### src/rtl/fpu_pkg.sv
// Shared floating-point path definitions: sequencer state encoding, the LZC
// byte width and the count-width helper.
package fpu_pkg;

  typedef enum logic [1:0] {
    IDLE,
    SCAN,
    SHIFT,
    DONE
  } lzc_seq_state_t;

  localparam int LZC_BYTE = 8;

  // A count must represent every value 0..width inclusive, hence width+1.
  function automatic int lzc_cw(input int width);
    return $clog2(width + 1);
  endfunction

endpackage

### src/rtl/lzc_norm_seq_if.sv
// Operand/result handshake bundle for lzc_norm_seq. The master side drives
// operands and accepts results; the slave side is the sequencer.
interface lzc_norm_seq_if #(
  parameter int WIDTH = 32
);
  localparam int CW = fpu_pkg::lzc_cw(WIDTH);

  logic             in_valid;
  logic             in_ready;
  logic [WIDTH-1:0] in_mant;
  logic             out_valid;
  logic             out_ready;
  logic [WIDTH-1:0] out_mant;
  logic [CW-1:0]    out_lzc;
  logic             out_zero;

  modport master (
    output in_valid, in_mant, out_ready,
    input  in_ready, out_valid, out_mant, out_lzc, out_zero
  );

  modport slave (
    input  in_valid, in_mant, out_ready,
    output in_ready, out_valid, out_mant, out_lzc, out_zero
  );

endinterface

### src/rtl/lzc_norm_seq_lzc8.sv
// Team 8-bit leading-zero counter: z is the number of leading zeros of a
// nonzero byte, v flags an all-zero byte (z is then don't-care, driven 0).
module LZC_8_bit (
  input  logic [7:0] data,
  output logic [2:0] z,
  output logic       v
);

  // The highest set bit is visited last, so it decides the count.
  always_comb begin
    z = '0;
    v = (data == 8'h00);
    for (int i = 0; i < 8; i++) begin
      if (data[i]) z = 3'(7 - i);
    end
  end

endmodule

### src/rtl/lzc_norm_seq.sv
// Iterative leading-zero count and normalize: one shared 8-bit LZC walks the
// mantissa MSB byte first, then a single barrel shift normalizes the result.
// Optional LZC_SEQ_BYPASS_EN: operands with MSB already set skip straight to DONE.
module lzc_norm_seq
  import fpu_pkg::*;
#(
  parameter int WIDTH = 32
) (
  input  logic         clk,
  input  logic         rst,
  lzc_norm_seq_if.slave bus
);

  localparam int NBYTES = WIDTH / LZC_BYTE;
  localparam int CW     = lzc_cw(WIDTH);
  localparam int BW     = $clog2(NBYTES);

  lzc_seq_state_t   state_q, state_d;
  logic [WIDTH-1:0] mant_q, mant_d;
  logic [CW-1:0]    cnt_q, cnt_d;
  logic [BW-1:0]    byte_idx_q, byte_idx_d;
  logic             zero_q, zero_d;
  logic [WIDTH-1:0] out_mant_q, out_mant_d;
  logic [CW-1:0]    out_lzc_q, out_lzc_d;
  logic             out_zero_q, out_zero_d;
  logic             out_valid_q, out_valid_d;

  logic [7:0] cur_byte;
  logic [2:0] lzc_z;
  logic       lzc_v;
  logic       bypass_hit;

  assign cur_byte = mant_q[{byte_idx_q, 3'b000} +: LZC_BYTE];

  LZC_8_bit u_lzc8 (
    .data (cur_byte),
    .z    (lzc_z),
    .v    (lzc_v)
  );

`ifdef LZC_SEQ_BYPASS_EN
  assign bypass_hit = bus.in_mant[WIDTH-1];
`else
  assign bypass_hit = 1'b0;
`endif

  always_comb begin
    state_d     = state_q;
    mant_d      = mant_q;
    cnt_d       = cnt_q;
    byte_idx_d  = byte_idx_q;
    zero_d      = zero_q;
    out_mant_d  = out_mant_q;
    out_lzc_d   = out_lzc_q;
    out_zero_d  = out_zero_q;
    out_valid_d = out_valid_q;

    unique case (state_q)
      IDLE: begin
        if (bus.in_valid) begin
          if (bypass_hit) begin
            out_mant_d  = bus.in_mant;
            out_lzc_d   = '0;
            out_zero_d  = 1'b0;
            out_valid_d = 1'b1;
            state_d     = DONE;
          end else begin
            mant_d     = bus.in_mant;
            cnt_d      = '0;
            zero_d     = 1'b0;
            byte_idx_d = BW'(NBYTES - 1);
            state_d    = SCAN;
          end
        end
      end
      SCAN: begin
        if (lzc_v) begin
          cnt_d = cnt_q + CW'(LZC_BYTE);
          if (byte_idx_q == '0) begin
            zero_d  = 1'b1;
            state_d = SHIFT;
          end else begin
            byte_idx_d = byte_idx_q - BW'(1);
          end
        end else begin
          cnt_d   = cnt_q + CW'(lzc_z);
          state_d = SHIFT;
        end
      end
      // A count of WIDTH shifts everything out, which yields the all-zero result.
      SHIFT: begin
        out_mant_d  = mant_q << cnt_q;
        out_lzc_d   = cnt_q;
        out_zero_d  = zero_q;
        out_valid_d = 1'b1;
        state_d     = DONE;
      end
      DONE: begin
        if (bus.out_ready) begin
          out_valid_d = 1'b0;
          state_d     = IDLE;
        end
      end
      default: state_d = IDLE;
    endcase
  end

  always_ff @(posedge clk) begin
    if (rst) begin
      state_q     <= IDLE;
      mant_q      <= '0;
      cnt_q       <= '0;
      byte_idx_q  <= '0;
      zero_q      <= 1'b0;
      out_mant_q  <= '0;
      out_lzc_q   <= '0;
      out_zero_q  <= 1'b0;
      out_valid_q <= 1'b0;
    end else begin
      state_q     <= state_d;
      mant_q      <= mant_d;
      cnt_q       <= cnt_d;
      byte_idx_q  <= byte_idx_d;
      zero_q      <= zero_d;
      out_mant_q  <= out_mant_d;
      out_lzc_q   <= out_lzc_d;
      out_zero_q  <= out_zero_d;
      out_valid_q <= out_valid_d;
    end
  end

  assign bus.in_ready  = (state_q == IDLE);
  assign bus.out_valid = out_valid_q;
  assign bus.out_mant  = out_mant_q;
  assign bus.out_lzc   = out_lzc_q;
  assign bus.out_zero  = out_zero_q;

endmodule

### src/flat_wrapper.sv
// flat-port wrapper written by rule: the top's interface ports become plain ports
module lzc_norm_seq_flat import fpu_pkg::*;
#(
  parameter int WIDTH = 32
)
  (clk, rst, bus_in_valid, bus_in_mant, bus_out_ready, bus_in_ready, bus_out_valid, bus_out_mant, bus_out_lzc, bus_out_zero);
  lzc_norm_seq_if #(.WIDTH(WIDTH)) bus_i ();
  input  logic clk;
  input  logic rst;
  input wire logic [$bits(bus_i.in_valid)-1:0] bus_in_valid;
  input wire logic [$bits(bus_i.in_mant)-1:0] bus_in_mant;
  input wire logic [$bits(bus_i.out_ready)-1:0] bus_out_ready;
  output wire logic [$bits(bus_i.in_ready)-1:0] bus_in_ready;
  output wire logic [$bits(bus_i.out_valid)-1:0] bus_out_valid;
  output wire logic [$bits(bus_i.out_mant)-1:0] bus_out_mant;
  output wire logic [$bits(bus_i.out_lzc)-1:0] bus_out_lzc;
  output wire logic [$bits(bus_i.out_zero)-1:0] bus_out_zero;
  assign bus_i.in_valid = bus_in_valid;
  assign bus_i.in_mant = bus_in_mant;
  assign bus_i.out_ready = bus_out_ready;
  assign bus_in_ready = bus_i.in_ready;
  assign bus_out_valid = bus_i.out_valid;
  assign bus_out_mant = bus_i.out_mant;
  assign bus_out_lzc = bus_i.out_lzc;
  assign bus_out_zero = bus_i.out_zero;
  lzc_norm_seq #(.WIDTH(WIDTH)) u_core (.clk(clk), .rst(rst), .bus(bus_i));
endmodule
### config.mk
export PLATFORM = sky130hd
export DESIGN_NAME = lzc_norm_seq_flat
export DESIGN_NICKNAME = d
export VERILOG_FILES = /design/src/rtl/fpu_pkg.sv /design/src/rtl/lzc_norm_seq_if.sv /design/src/rtl/lzc_norm_seq_lzc8.sv /design/src/rtl/lzc_norm_seq.sv /design/src/flat_wrapper.sv
export SDC_FILE = /design/constraint.sdc
export NUM_CORES = 1
export LEC_CHECK = 0
export ABC_CLOCK_PERIOD_IN_PS = 4200
export CAP_MARGIN = 20
export CELL_PAD_IN_SITES_DETAIL_PLACEMENT = 1
export CELL_PAD_IN_SITES_GLOBAL_PLACEMENT = 1
export CORE_ASPECT_RATIO = 0.75
export CORE_UTILIZATION = 30
export CTS_CLUSTER_SIZE = 10
export DETAILED_ROUTE_END_ITERATION = 8
export PLACE_DENSITY_LB_ADDON = 0.1
export SLEW_MARGIN = 30
export SYNTH_ARGS = -nofsm -noshare
export SYNTH_HDL_FRONTEND = slang
export SYNTH_HIERARCHICAL = 1
export SYNTH_SLANG_ARGS = --single-unit
export TNS_END_PERCENT = 30
### constraint.sdc
create_clock -name clk -period 4.2 [get_ports clk]
set_input_delay 0.84 -clock clk [delete_from_list [all_inputs] [get_ports clk]]
set_output_delay 0.84 -clock clk [all_outputs]
set_load 0.03 [all_outputs]
# After elaboration in Yosys (flattened, before gate mapping)
# Cells that the tools add are included.
dict set report word_totals {
  register_bits 83
  wordCells 60
  output_inout_bits 41
  input_bits 36
}
dict set report classes {
  addsub 3
  n_eq_ne 9
  n_reduce_logical 11
  n_shift 2
  muxes 26
}
# operator n
set op_table {}
lappend op_table {{$shiftx A32 B6 Y8} 1}
lappend op_table {{$shl A32 B6 Y32} 1}
lappend op_table {{$mux W3} 8}
lappend op_table {{$mux W2} 7}
lappend op_table {{$mux W6} 2}
lappend op_table {{$pmux W6 S2} 1}
lappend op_table {{$logic_not A8 Y1} 1}
lappend op_table {{$pmux W2 S4} 1}
lappend op_table {{$reduce_and A4 Y1} 2}
lappend op_table {{$add A6 B3 Y6} 1}
lappend op_table {{$add A6 B4 Y6 const B} 1}
lappend op_table {{$ne A2 B2 Y1 const B} 3}
lappend op_table {{$reduce_and A2 Y1} 3}
lappend op_table {{$eq A2 B2 Y1 const B} 2}
lappend op_table {{$logic_not A2 Y1} 2}
lappend op_table {{$mux W1} 4}
lappend op_table {{$ne A2 B1 Y1 const B} 2}
lappend op_table {{$pmux W1 S2} 2}
lappend op_table {{$pmux W2 S2} 1}
lappend op_table {{$reduce_bool A2 Y1} 2}
lappend op_table {{$ne A3 B3 Y1 const B} 1}
lappend op_table {{$reduce_and A3 Y1} 1}
lappend op_table {{$eq A2 B1 Y1 const B} 1}
lappend op_table {{$sub A2 B1 Y2 const B} 1}

# Depth between registers and ports, before layout
dict set report logic_depth {
  ltp_word 12
  depth_mapped 11
  depth_no_buf 10
}

# By module
# Netlist, hierarchy kept.
# mod n_inst area_each_um2 cells_each seq_area_each_um2
set modules_own_cells {}
lappend modules_own_cells {lzc_norm_seq 1 4809.6 535 1661.6}
lappend modules_own_cells {LZC_8_bit 1 88.8 15 0.0}

# Worst setup path before layout
# OpenSTA, ideal clock, no wires.
dict set report synth_path {
  path_kind {reg2reg}
  from {reg u_core.byte_idx_q[0]}
  to {reg u_core.cnt_q[4]}
  synth_period_minus_slack_ns 2.931
  slack_ns 1.269
  arrival_time_ns 2.799
  required_ns 4.068
  setup_time_ns 0.132
  stages_incl_launch_ff 12
  path_buffers 1
  cell_sequence {dfxtp_1 > clkbuf_1 > mux4_2 > nor3b_1 > a21oi_1 > o41ai_2 > ha_1 > fa_1 > a21o_1 > a32o_1 > nand3_1 > a21oi_1}
}
dict set report synth_via {
  elab_cells_between_ends 13
  classes_between {add/sub: 1; shift: 1; mux: 10; reduce/logical: 1}
}
# item line_no
set synth_rtl {}
lappend synth_rtl {{from (decl)} lzc_norm_seq.sv:21} ;# logic [BW-1:0] byte_idx_q, byte_idx_d;
lappend synth_rtl {{from (signal assigned)} lzc_norm_seq.sv:123} ;# byte_idx_q <= byte_idx_d;
lappend synth_rtl {{$shiftx A32 B6 Y8} lzc_norm_seq.sv:33} ;# assign cur_byte = mant_q[{byte_idx_q, 3'b000} +: LZC_BYTE];
lappend synth_rtl {{named net u_core.cur_byte[4]} lzc_norm_seq.sv:28} ;# logic [7:0] cur_byte;
lappend synth_rtl {{$mux W3 (4 in series)} lzc_norm_seq_lzc8.sv:14} ;# if (data[i]) z = 3'(7 - i);
lappend synth_rtl {{named net u_core.lzc_z[0]} lzc_norm_seq.sv:29} ;# logic [2:0] lzc_z;
lappend synth_rtl {{$add A6 B3 Y6} lzc_norm_seq.sv:86} ;# cnt_d = cnt_q + CW'(lzc_z);
lappend synth_rtl {{$mux W6} lzc_norm_seq.sv:77} ;# if (lzc_v) begin
lappend synth_rtl {{$pmux W6 S2} lzc_norm_seq.sv:58} ;# unique case (state_q)
lappend synth_rtl {{to (signal assigned)} lzc_norm_seq.sv:122} ;# cnt_q <= cnt_d;
lappend synth_rtl {{to (decl)} lzc_norm_seq.sv:20} ;# logic [CW-1:0] cnt_q, cnt_d;
# The timed path passes the listed nets, and every way through them passes these cells.
# A chain may end at the register's enable or synchronous reset.

# Worst setup path in the final report
dict set report layout_path {
  from {reg u_core.state_q[0]}
  to {reg u_core.out_mant_q[27] (netlist: u_core/bus.out_mant[27])}
}
dict set report layout_via {
  elab_chain_len 1
}
# item line_no
set layout_lines {}
lappend layout_lines {{from (decl)} lzc_norm_seq.sv:18} ;# lzc_seq_state_t state_q, state_d;
lappend layout_lines {{from (signal assigned)} lzc_norm_seq.sv:120} ;# state_q <= state_d;
lappend layout_lines {{$eq A2 B2 Y1} lzc_norm_seq.sv:58}
lappend layout_lines {{to (signal assigned)} lzc_norm_seq.sv:125} ;# out_mant_q <= out_mant_d;
lappend layout_lines {{to (decl)} lzc_norm_seq.sv:23} ;# logic [WIDTH-1:0] out_mant_q, out_mant_d;
# No other way between the ends.

==> results.txt <==
Hold Buf Count CTS: 0
Worst setup endpoint: u_core/bus.out_mant[27]
fin crit share: 78.5%
Distinct cells, synth: 52
all-layer global routing usage: 19.0%
Top FF cell, synth: dfxtp_1
share of layout cells above drive strength 1: 9.82%
CTS max path bufs: 2
Fillers: 1,811
Final Cell Area: 6030 um2
root buffer cell: clkbuf_16
Max VDD drop: 0.171 mV
worst r2r dst: u_core/bus.out_mant[27]
CTS tree: built
Mapped Area: 4900 um2
Die H: 113 um
final wirelength: 15.3 mm
I/O pins: 77
Post-DP Area: 5750 um2
n_diodes: 0
Detail Placement HPWL: 11.4 mm
Sink Count: 83
initial drt markers: 296
drt via density: 5.33
Post-Syn Area per Cell: 8.91 um2
clock insertion delay at the later pin of the skew report: 0.35 ns
fin nets: 643
dpl ws: 1.07 ns
Post-synth EDFFs: 0
Post-Syn Instances: 550
area grow syn2layout: 23.2%
final worst slack: 0.902 ns
FFs w/ async S/R, synth: 0%
Critical Path Source: u_core/state_q[0]
Pre-antenna DRT Iters: 4
R2R depth: 6
# rows: 40
vias in the first global route: 4,205
final number of hold-violating endpoints: 0
Leak Pwr: 2.16 nW
PD cells: 547 nW/um2
WL/cell: 18.9 um
CTS H-tree lvls: 3
endpoints failing setup: 0
largest net degree at the start of global routing: 44
Setup TNS Final: 0 ns
Starting Density: 30.7%
Yosys reg bits: 83
commonest non-fill, non-tap cell in the layout: nand2_1
share of the synthesized area in the top cell type: 33.9%
YS warnings: 6
clk slew on worst S/H paths: 0.06 ns
Setup Fix Bufs, Post-CTS: 0
Seq/Total Area, Yosys: 33.9%
CTS resizes: 0
Post-Syn Nets: 596
crit end category: flop
I/O Buffers: 76
status: complete, no violations
most area-consuming cells after synthesis: dfxtp_1, mux4_1, mux4_2, nand2_1, a21oi_1
Setup Skew: 0.00942 ns
commonest non-fill, non-tap cells in the layout: nand2_1, dfxtp_1, clkdlybuf4s50_1
Slew HR: 39.4%
via count: 4,326
DIE AREA: 16,800 um2
Slew @ Worst Pin: 0.904 ns
CP arrival: 3.57 ns
drc violations: 0
peak fanout along the critical path: 29
global-route wire length before repair: 24.4 mm
CORE AREA: 16,000 um2
CP Class: flop to flop
gp weighted congestion: 0.907
Worst R2R Setup Slack: 0.90 ns
Slew Viols, Final: 0
Hold WC Path Type: flop to flop
fmax: 0.303 GHz
unrepaired setup endpoints after global routing: false
startpoint types: flop
area leader, netlist: dfxtp_1
gr ovfl total: 0
total CTS buffers: 9
antenna violation net count after detailed routing: 0
Period minus WS final: 3.30 ns
initial antenna violation count: 0
R2R Path Start: u_core/state_q[0]
max_cap viols: 0
Die Width: 150 um
Worst EP required: 4.47 ns
-- routing by layer --
metal,share of wire [%],GRT usage (%),vias up,wire length [um]
met5,0,0,-,0
met1,53,28.1,2126,8050
met3,4.2,4.47,11,648
met2,42,27.3,96,6450
met4,1.0,5.24,0,160
li1,-,-,2093,-
-- worst min path at each step --
stage / startpoint / endpoint / slack (ns) / cells after the start
2_1_floorplan: u_core/mant_q[31] / u_core/mant_q[31] / 0.44 / 2
5_1_grt: u_core/bus.out_mant[11] / u_core/bus.out_mant[11] / 0.49 / 2
3_3_place_gp: u_core/bus.out_mant[13] / u_core/bus.out_mant[13] / 0.45 / 2
3_5_place_dp: u_core/bus.out_mant[13] / u_core/bus.out_mant[13] / 0.46 / 2
6_report: u_core/bus.out_mant[11] / u_core/bus.out_mant[11] / 0.46 / 2
4_1_cts: u_core/bus.out_mant[9] / u_core/bus.out_mant[9] / 0.47 / 2
-- state kept, by name, indices dropped and copies added, names as in the netlist --
register / count
u_core/bus.out_lzc: 6
u_core/bus.out_mant: 32
u_core/bus.out_valid: 1
u_core/bus.out_zero: 1
u_core/byte_idx_q: 2
u_core/cnt_q: 6
u_core/mant_q: 32
u_core/state_q: 2
u_core/zero_q: 1
-- cell families after synthesis --
group	share of synthesized area [%]
AO/OA/AOI/OAI	17.5
XOR/XNOR	0.358
adder cells (fa/ha/maj)	2.71
buffers and inverters	5.01
flip-flops	33.9
multiplexers	23.9
AND/OR/NAND/NOR	16.6
-- power breakdown --
group	internal [mW]	leakage, nW	switching, mW
Clock	0.455	0.134	0.326
Sequential	0.902	0.675	0.173
Combinational	0.590	1.35	0.855
-- layout make-up --
class                      count  area, um2  share of cell area [%]
clock buffer                  10        229                    3.79
clock inverter                 5       55.1                   0.912
inverter                      10       37.5                   0.622
multi-input combinational    412       3000                    49.6
sequential                    83       1660                    27.5
tap                          210        263                    4.35
timing repair buffer          81        793                    13.1
-- Yosys cell counts (all sizes together), types with 4 or more instances --
cell	instances
nand2	107
dfxtp	83
a21oi	61
nor2	58
mux4	34
clkbuf	33
a22oi	23
mux2i	21
o21ai	17
buf	12
mux2	12
inv	10
ha	9
o22ai	8
nand3	6
nor3	5
o211ai	5
a222oi	4
nand2b	4
nor3b	4
-- through the flow --
| stage | util (%) | power, mW | instances | hold WS, ns |
|---|---|---|---|---|
| after floorplan | - | 2.10 | 550 | 0.443 |
| after global placement | 36.0 | 2.48 | 796 | 0.448 |
| after detailed placement | 36.0 | 2.53 | 796 | 0.460 |
| after CTS | 37.8 | 3.33 | 811 | 0.471 |
| after global routing | 37.8 | 3.52 | 811 | 0.489 |
| final | 37.8 | 3.30 | 811 | 0.463 |
-- worst max-delay path, cell delays in order, from the launching register on --
cell      delay [ns]
dfxtp_1         0.33
inv_1           0.12
ha_1            0.57
clkinv_1        0.91
nor3b_1         0.93
a222oi_1        0.19
o22ai_1         0.16
Note: power is estimated with default switching activity, not from simulation.
